### src/rtl/arb_grant_sequencer.sv
// arb_grant_sequencer: serializes granted client commands onto a shared memory port
// with a ready handshake, a per-command timeout guard and per-client completion pulses.
`default_nettype none

module arb_grant_sequencer #(
  parameter int ADDR_W  = 16,
  parameter int DATA_W  = 16,
  parameter int TIMEOUT = 15
) (
  input  logic              clk,
  input  logic              reset,
  input  logic [1:0]        grant,
  input  logic [ADDR_W-1:0] c0_addr,
  input  logic [ADDR_W-1:0] c1_addr,
  input  logic [DATA_W-1:0] c0_wdata,
  input  logic [DATA_W-1:0] c1_wdata,
  input  logic              c0_we,
  input  logic              c1_we,
  output logic              mem_req,
  output logic [ADDR_W-1:0] mem_addr,
  output logic [DATA_W-1:0] mem_wdata,
  output logic              mem_we,
  input  logic              mem_ready,
  input  logic [DATA_W-1:0] mem_rdata,
  output logic              c0_done,
  output logic              c1_done,
  output logic [DATA_W-1:0] rdata,
  output logic              err,
  output logic              busy
);

  typedef enum logic [1:0] {
    IDLE  = 2'd0,
    SERVE = 2'd1,
    DONE  = 2'd2
  } state_t;

  localparam logic [7:0] CNT_LAST = 8'(TIMEOUT - 1);

  state_t            state;
  logic [1:0]        pending;
  logic              sel;
  logic [7:0]        cnt;
  logic [ADDR_W-1:0] lat_addr0, lat_addr1;
  logic [DATA_W-1:0] lat_wdata0, lat_wdata1;
  logic              lat_we0, lat_we1;
  logic [1:0]        rem;

  // Pending set once the client currently being served is retired.
  assign rem = sel ? {1'b0, pending[0]} : {pending[1], 1'b0};

  always_ff @(posedge clk or negedge reset) begin
    if (!reset) begin
      state      <= IDLE;
      pending    <= 2'b00;
      sel        <= 1'b0;
      cnt        <= 8'd0;
      lat_addr0  <= '0;
      lat_addr1  <= '0;
      lat_wdata0 <= '0;
      lat_wdata1 <= '0;
      lat_we0    <= 1'b0;
      lat_we1    <= 1'b0;
      mem_req    <= 1'b0;
      mem_addr   <= '0;
      mem_wdata  <= '0;
      mem_we     <= 1'b0;
      c0_done    <= 1'b0;
      c1_done    <= 1'b0;
      rdata      <= '0;
      err        <= 1'b0;
      busy       <= 1'b0;
    end else begin
      c0_done <= 1'b0;
      c1_done <= 1'b0;
      err     <= 1'b0;
      case (state)
        IDLE: begin
          if (grant != 2'b00) begin
            pending    <= grant;
            lat_addr0  <= c0_addr;
            lat_addr1  <= c1_addr;
            lat_wdata0 <= c0_wdata;
            lat_wdata1 <= c1_wdata;
            lat_we0    <= c0_we;
            lat_we1    <= c1_we;
            sel        <= ~grant[0];
            cnt        <= 8'd0;
            mem_req    <= 1'b1;
            mem_addr   <= grant[0] ? c0_addr  : c1_addr;
            mem_wdata  <= grant[0] ? c0_wdata : c1_wdata;
            mem_we     <= grant[0] ? c0_we    : c1_we;
            busy       <= 1'b1;
            state      <= SERVE;
          end
        end

        SERVE: begin
          // Ready is checked first so a ready on the final allowed cycle succeeds.
          if (mem_ready) begin
            if (!mem_we) begin
              rdata <= mem_rdata;
            end
            mem_req <= 1'b0;
            c0_done <= ~sel;
            c1_done <= sel;
            state   <= DONE;
          end else if (cnt == CNT_LAST) begin
            mem_req <= 1'b0;
            c0_done <= ~sel;
            c1_done <= sel;
            err     <= 1'b1;
            state   <= DONE;
          end else begin
            cnt <= cnt + 8'd1;
          end
        end

        DONE: begin
          cnt     <= 8'd0;
          pending <= rem;
          if (rem != 2'b00) begin
            sel       <= ~rem[0];
            mem_req   <= 1'b1;
            mem_addr  <= rem[0] ? lat_addr0  : lat_addr1;
            mem_wdata <= rem[0] ? lat_wdata0 : lat_wdata1;
            mem_we    <= rem[0] ? lat_we0    : lat_we1;
            state     <= SERVE;
          end else begin
            busy  <= 1'b0;
            state <= IDLE;
          end
        end

        default: begin
          state   <= IDLE;
          pending <= 2'b00;
          mem_req <= 1'b0;
          busy    <= 1'b0;
        end
      endcase
    end
  end

endmodule

`default_nettype wire

### config.mk
export PLATFORM = sky130hd
export DESIGN_NAME = arb_grant_sequencer
export DESIGN_NICKNAME = d
export VERILOG_FILES = /design/src/rtl/arb_grant_sequencer.sv
export SDC_FILE = /design/constraint.sdc
export NUM_CORES = 1
export LEC_CHECK = 0
export CORE_MARGIN = 4
export CORE_UTILIZATION = 51
export CTS_CLUSTER_DIAMETER = 80
export DETAILED_ROUTE_END_ITERATION = 16
export PLACE_DENSITY = 0.81
export SLEW_MARGIN = 20
export SYNTH_ARGS = -nofsm -noshare
export SYNTH_HDL_FRONTEND = slang
export SYNTH_SLANG_ARGS = --single-unit
### constraint.sdc
create_clock -name clk -period 2.1 [get_ports clk]
set_clock_uncertainty 0.05 [all_clocks]
set_input_delay 0.21 -clock clk [delete_from_list [all_inputs] [get_ports clk]]
set_output_delay 0.21 -clock clk [all_outputs]
set_load 0.01 [all_outputs]
# Yosys cells after proc, flatten, opt, wreduce, memory -nomap -nowiden
# Cells that the tools add are included.
# totals
register_bits	133
input_bits	87
output_inout_bits	54
# op_classes
add_sub_neg	1
n_eq_ne	9
muxes	46
bitwise	5
reduce_logical	13
# ops
operator	count
16-bit two-way mux	8
16-bit case mux with 2 select lines	2
8-bit two-way mux	3
8-bit case mux with 3 select lines	1
1-bit two-way mux	21
2-bit case mux with 3 select lines	2
3-bit AND reduction	4
2-bit two-way mux	5
2-bit != test, second input constant	5
8-bit by 1-bit adder with 8-bit output, second input constant	1
8-bit by 4-bit equality test with 1-bit output, second input constant	1
1-bit case mux with 3 select lines	2
2-bit AND reduction	3
2-bit nonzero test	3
1-bit NOT	5
1-bit case mux with 2 select lines	2
4-bit AND reduction	1
3-bit != test, second input constant	1
3-bit nonzero test	1
2-bit by 1-bit equality test with 1-bit output, second input constant	1
2-bit equality test, second input constant	1
2-bit logical NOT	1

# Logic depth before layout (Yosys ltp)
# logic_depth
word_depth	4
ltp_mapped	7
depth_no_buf	6

# Least setup slack after synthesis
# Ideal clock, no wire load.
# synth_timing
path_type	flip-flop to flip-flop
startpoint	register cnt[0]
endpoint	register cnt[5]
setup_time_ns	0.124
t_arrival_ns	1.724
required_time_ns	1.926
slack_ns	0.202
path_stages_with_launch	8
path_cell_list	dfrtp_1 > inv_1 > ha_1 > or4b_4 > o31ai_4 > buf_6 > nor3_1 > a211o_1
# synth_via
elab_chain_cells	4
# synth_rtl
item	line_no	source
from (decl)	43	logic [7:0] cnt;
from (signal assigned)	115	cnt <= cnt + 8'd1;
8-bit by 1-bit adder with 8-bit output	115	
8-bit two-way mux	108	end else if (cnt == CNT_LAST) begin
8-bit two-way mux	100	if (mem_ready) begin
8-bit case mux with 3 select lines	77	case (state)
# Parallel ways exist; a longest one is shown, timed or not. The select of a mux whose other input is x is not followed.
# A chain may end at the register's enable or synchronous reset.

# Worst setup path in the final report
# layout_timing
startpoint	register cnt[1]
endpoint	register mem_req
# layout_via
elab_chain_cells	3
# layout_rtl
item	line_no	source
8-bit by 4-bit equality test with 1-bit output	108	
3-bit != test (no source line)	-	
3-bit AND reduction (no source line)	-	
to (signal assigned)	104	mem_req <= 1'b0;
to (signal assigned)	109	mem_req <= 1'b0;
to (signal assigned)	124	mem_req <= 1'b1;
to (decl)	19	output logic mem_req,
# No other way between the ends.

==> results.tsv <==
stage	metric	value	unit
logic_synthesis	syn_avg_cell_area	12.8	um^2
routing	routedWlPerCell	19.3	um
clock_network	cts_max_path_buffers	2	
clock_network	clockRootBuffer	clkbuf_16	
pwr	netSwitchingPower	3920	uW
routing	antenna_left	0	
logic_synthesis	yosys.cell_types.count	37	
pwr	combPwrFrac	0.407	
worst_setup_path	cp-start-kind	flip-flop	
grt	grt_pass1_vias	5052	
pwr	p_seq_frac	0.365	
worst_setup_path	slowest_stage	or4b_4	
worst_setup_path	crit_start	cnt[1]$_DFFE_PN0P_	
worst_setup_path	cp_slowest_stage_delay	480	ps
worst_setup_path	worstSetupPathType	flip-flop to flip-flop	
sta	worst_slew_pin_slew	532	ps
placed_design	place_inst	762	
worst_setup_path	crit_arrival	2280	ps
clock_network	numCtsBuffers	17	
worst_setup_path	critical_path.top_delay_family	compound AO/OA/AOI/OAI gates	
grt	grt_pass1_wl	25.4	mm
clock_network	clk_latency	410	ps
logic_synthesis	synth_cells	490	
grt	antenna_found_initial	0	
logic_synthesis	synth_simple_gate_area_frac	0.0714	
sta	finalCriticalPeriod	2020	ps
floorplanning	die_w	119	um
floorplanning	start_util	0.521	
placed_design	pre_cts_ws	54.1	ps
clock_network	cts_sinks	133	
worst_setup_path	critPathMaxFanout	8	
routing	routed_wl	15.3	mm
placed_design	gp_congestion	0.764	
layout	final_common_cell	clkdlybuf4s50_1	
sta	period_share	0.963	
grt	grt_max_degree	69	
grt	top_usage_layer	met2	
floorplanning	rows	40	
logic_synthesis	synth_compound_area_frac	0.0973	
logic_synthesis	synth_area	6250	um^2
sta	hold_viol	0	
routing	vias	4604	
sta	fmax	494	MHz
pwr	p_int	8530	uW
routing	first_iter_violations	217	
sta	fin_ws	77.2	ps
grt	track_usage	0.226	
pwr	power_leakage	0.00367	uW
logic_synthesis	ys_warn_count	0	
floorplanning	die_area	14100	um^2
layout	drive_above_1_share	0.272	
clock_network	cts_setup_buffers	0	
placed_design	dpl.hpwl	10.3	mm
layout	syn2layout_area_growth	35.2	%
grt	grt-ovfl-total	0	
logic_synthesis	synth_nets	579	
pwr	switching_share	0.315	
pwr	powerDensity	1470	nW/um^2
floorplanning	design.core.area	12000	um^2
logic_synthesis	yosysSeqAreaShare	0.532	
placed_design	io_buffers	140	
floorplanning	die_h	119	um
logic_synthesis	synth-xor-area-share	0	
logic_synthesis	yosys.area_share.adder	0.00400	
clock_network	cts.htree.levels	4	
worst_setup_path	r2r_start	cnt[1]$_DFFE_PN0P_	
routing	drtPass1Iterations	4	
grt	grt_use_met3	0.0675	
layout	stdcell_count	795	
worst_hold_path	min_path_type	input pin to async pin	
layout	final_net_count	724	
sta	setup_violations	0	
pwr	clockPowerShare	0.229	
worst_setup_path	cp_cell_sequence	ha_1, or4b_4, o31ai_4, buf_4, nand2_1, a21o_1	
sta	max-slew-margin-rel	0.645	
worst_setup_path	crit_buf_inv	1	
logic_synthesis	synth_mux_area_frac	0.263	
grt	grt.met2_usage	0.379	
routing	drc	0	
layout	antenna_cells	0	
worst_setup_path	required	2350	ps
flow_run	cap_violations	0	
floorplanning	boundaryPins	141	
logic_synthesis	synth_top_family_by_area	multiplexers	
worst_setup_path	cp-end-kind	flip-flop	
layout	final_cell_mix	clkdlybuf4s50_1 (138), dfrtp_1 (133), mux2_2 (115), a21oi_1 (39), and3_1 (35)	
clock_network	clk_pin_slew	50	ps
sta	drv_slew	0	
pwr	vdd_ir_drop_max	0.000859	V
status	status	finished, final reports clean	
grt	use_met1	0.277	
routing	drt-vias-per-instance	5.79	
logic_synthesis	synth_seq_cells	133	
clock_network	cts_tree	done	
[worst reg2reg max path: cells and delay by family, from the launching register on]
| family | cells | cell delay (ps) |
|---|---|---|
| compound gates | 2 | 550 |
| fa+ha+maj | 1 | 170 |
| buf+inv | 1 | 210 |
| flops | 1 | 420 |
| simple gates | 2 | 530 |
[layout make-up]
type | count | area [um^2]
Fill cell | 845 | 3560
Sequential cell | 133 | 3330
Multi-Input combinational cell | 317 | 2740
Timing Repair Buffer | 164 | 1630
Clock buffer | 22 | 464
Tap cell | 147 | 184
Clock inverter | 10 | 105
Inverter | 2 | 7.51
[timing repair]
item	in CTS	in global routing
hold endpoints to repair	52	0
setup endpoints to repair	0	8
hold buffers	1	0
gates resized for setup	0	1
[cells in the mapped netlist, drive strengths merged]
master | n | area, um^2
o21a | 2 | 15.0
ha | 2 | 25.0
a211oi | 34 | 268
or3 | 1 | 6.26
or4b | 1 | 13.8
nor2 | 5 | 18.8
and3 | 35 | 219
inv | 2 | 7.51
o32ai | 1 | 8.76
nand2 | 5 | 18.8
o31ai | 2 | 28.8
dfrtp | 133 | 3330
a211o | 2 | 17.5
o21ai | 3 | 15.0
nor3b | 3 | 22.5
a21oi | 39 | 195
nand3 | 3 | 15.0
nor3 | 4 | 20.0
nor2b | 4 | 25.0
nand2b | 6 | 37.5
or2 | 1 | 6.26
mux2i | 34 | 340
clkbuf | 17 | 63.8
and3b | 1 | 8.76
mux2 | 116 | 1310
or4 | 1 | 7.51
nand3b | 2 | 15.0
and2 | 2 | 12.5
a21o | 6 | 45.0
buf | 21 | 126
o2bb2ai | 1 | 8.76
a31oi | 1 | 6.26
[stage by stage]
stage          instance area (um^2)  TNS (ps)  hold WS [ps]  total power [uW]  utilization
2_1_floorplan                  6250         0          -136              7440            -
3_3_place_gp                   7870         0           153              9410        0.656
3_5_place_dp                   7870         0           158              9630        0.656
4_1_cts                        8450         0           284             12500        0.704
5_1_grt                        8450     -3.83           332             13200        0.704
6_report                       8450         0           274             12500        0.704
[per-layer routing]
layer | vias to the layer above | wire, um
met5 | - | 0
met4 | 0 | 321
met3 | 28 | 975
met2 | 155 | 7690
met1 | 2310 | 6330
li1 | 2111 | -
[kinds of logic (layout without fill, tap and decap cells)]
logic type	Yosys count	after routing
DFF	133	133
and+or+nand+nor	74	74
muxes	150	150
AOI/OAI and AO/OA	91	91
buffers and inverters	40	198
adders and majority gates	2	2
[state kept, by name, indices dropped and copies added (netlist names), 2 cells and up]
register and flops:
cnt 8, lat_addr0 16, lat_addr1 16, lat_wdata0 16, lat_wdata1 16, mem_addr 16, mem_wdata 16, pending 2
rdata 16, state 2
[final timing paths]
kind	end	slack, ps	cells past startpoint
setup reg to reg	mem_req$_DFFE_PN0P_	80	6
setup / recovery	mem_req$_DFFE_PN0P_	80	6
min in group clk	rdata[5]$_DFFE_PN0P_	360	2
max in group asynchronous	mem_addr[11]$_DFFE_PN0P_	1050	3
hold reg to reg	lat_wdata0[7]$_DFFE_PN0P_	450	1
hold / removal	lat_wdata1[7]$_DFFE_PN0P_	270	2
[power by group through the flow]
stage               sequential, uW  combinational, uW  clock, uW
floorplan                     4590               2850          0
global placement              4480               4930          0
detailed placement            4570               5060          0
CTS                           4550               5110       2890
global route                  4700               5470       3020
finish                        4540               5060       2850
No activity file was read; power rests on OpenSTA's default activity.
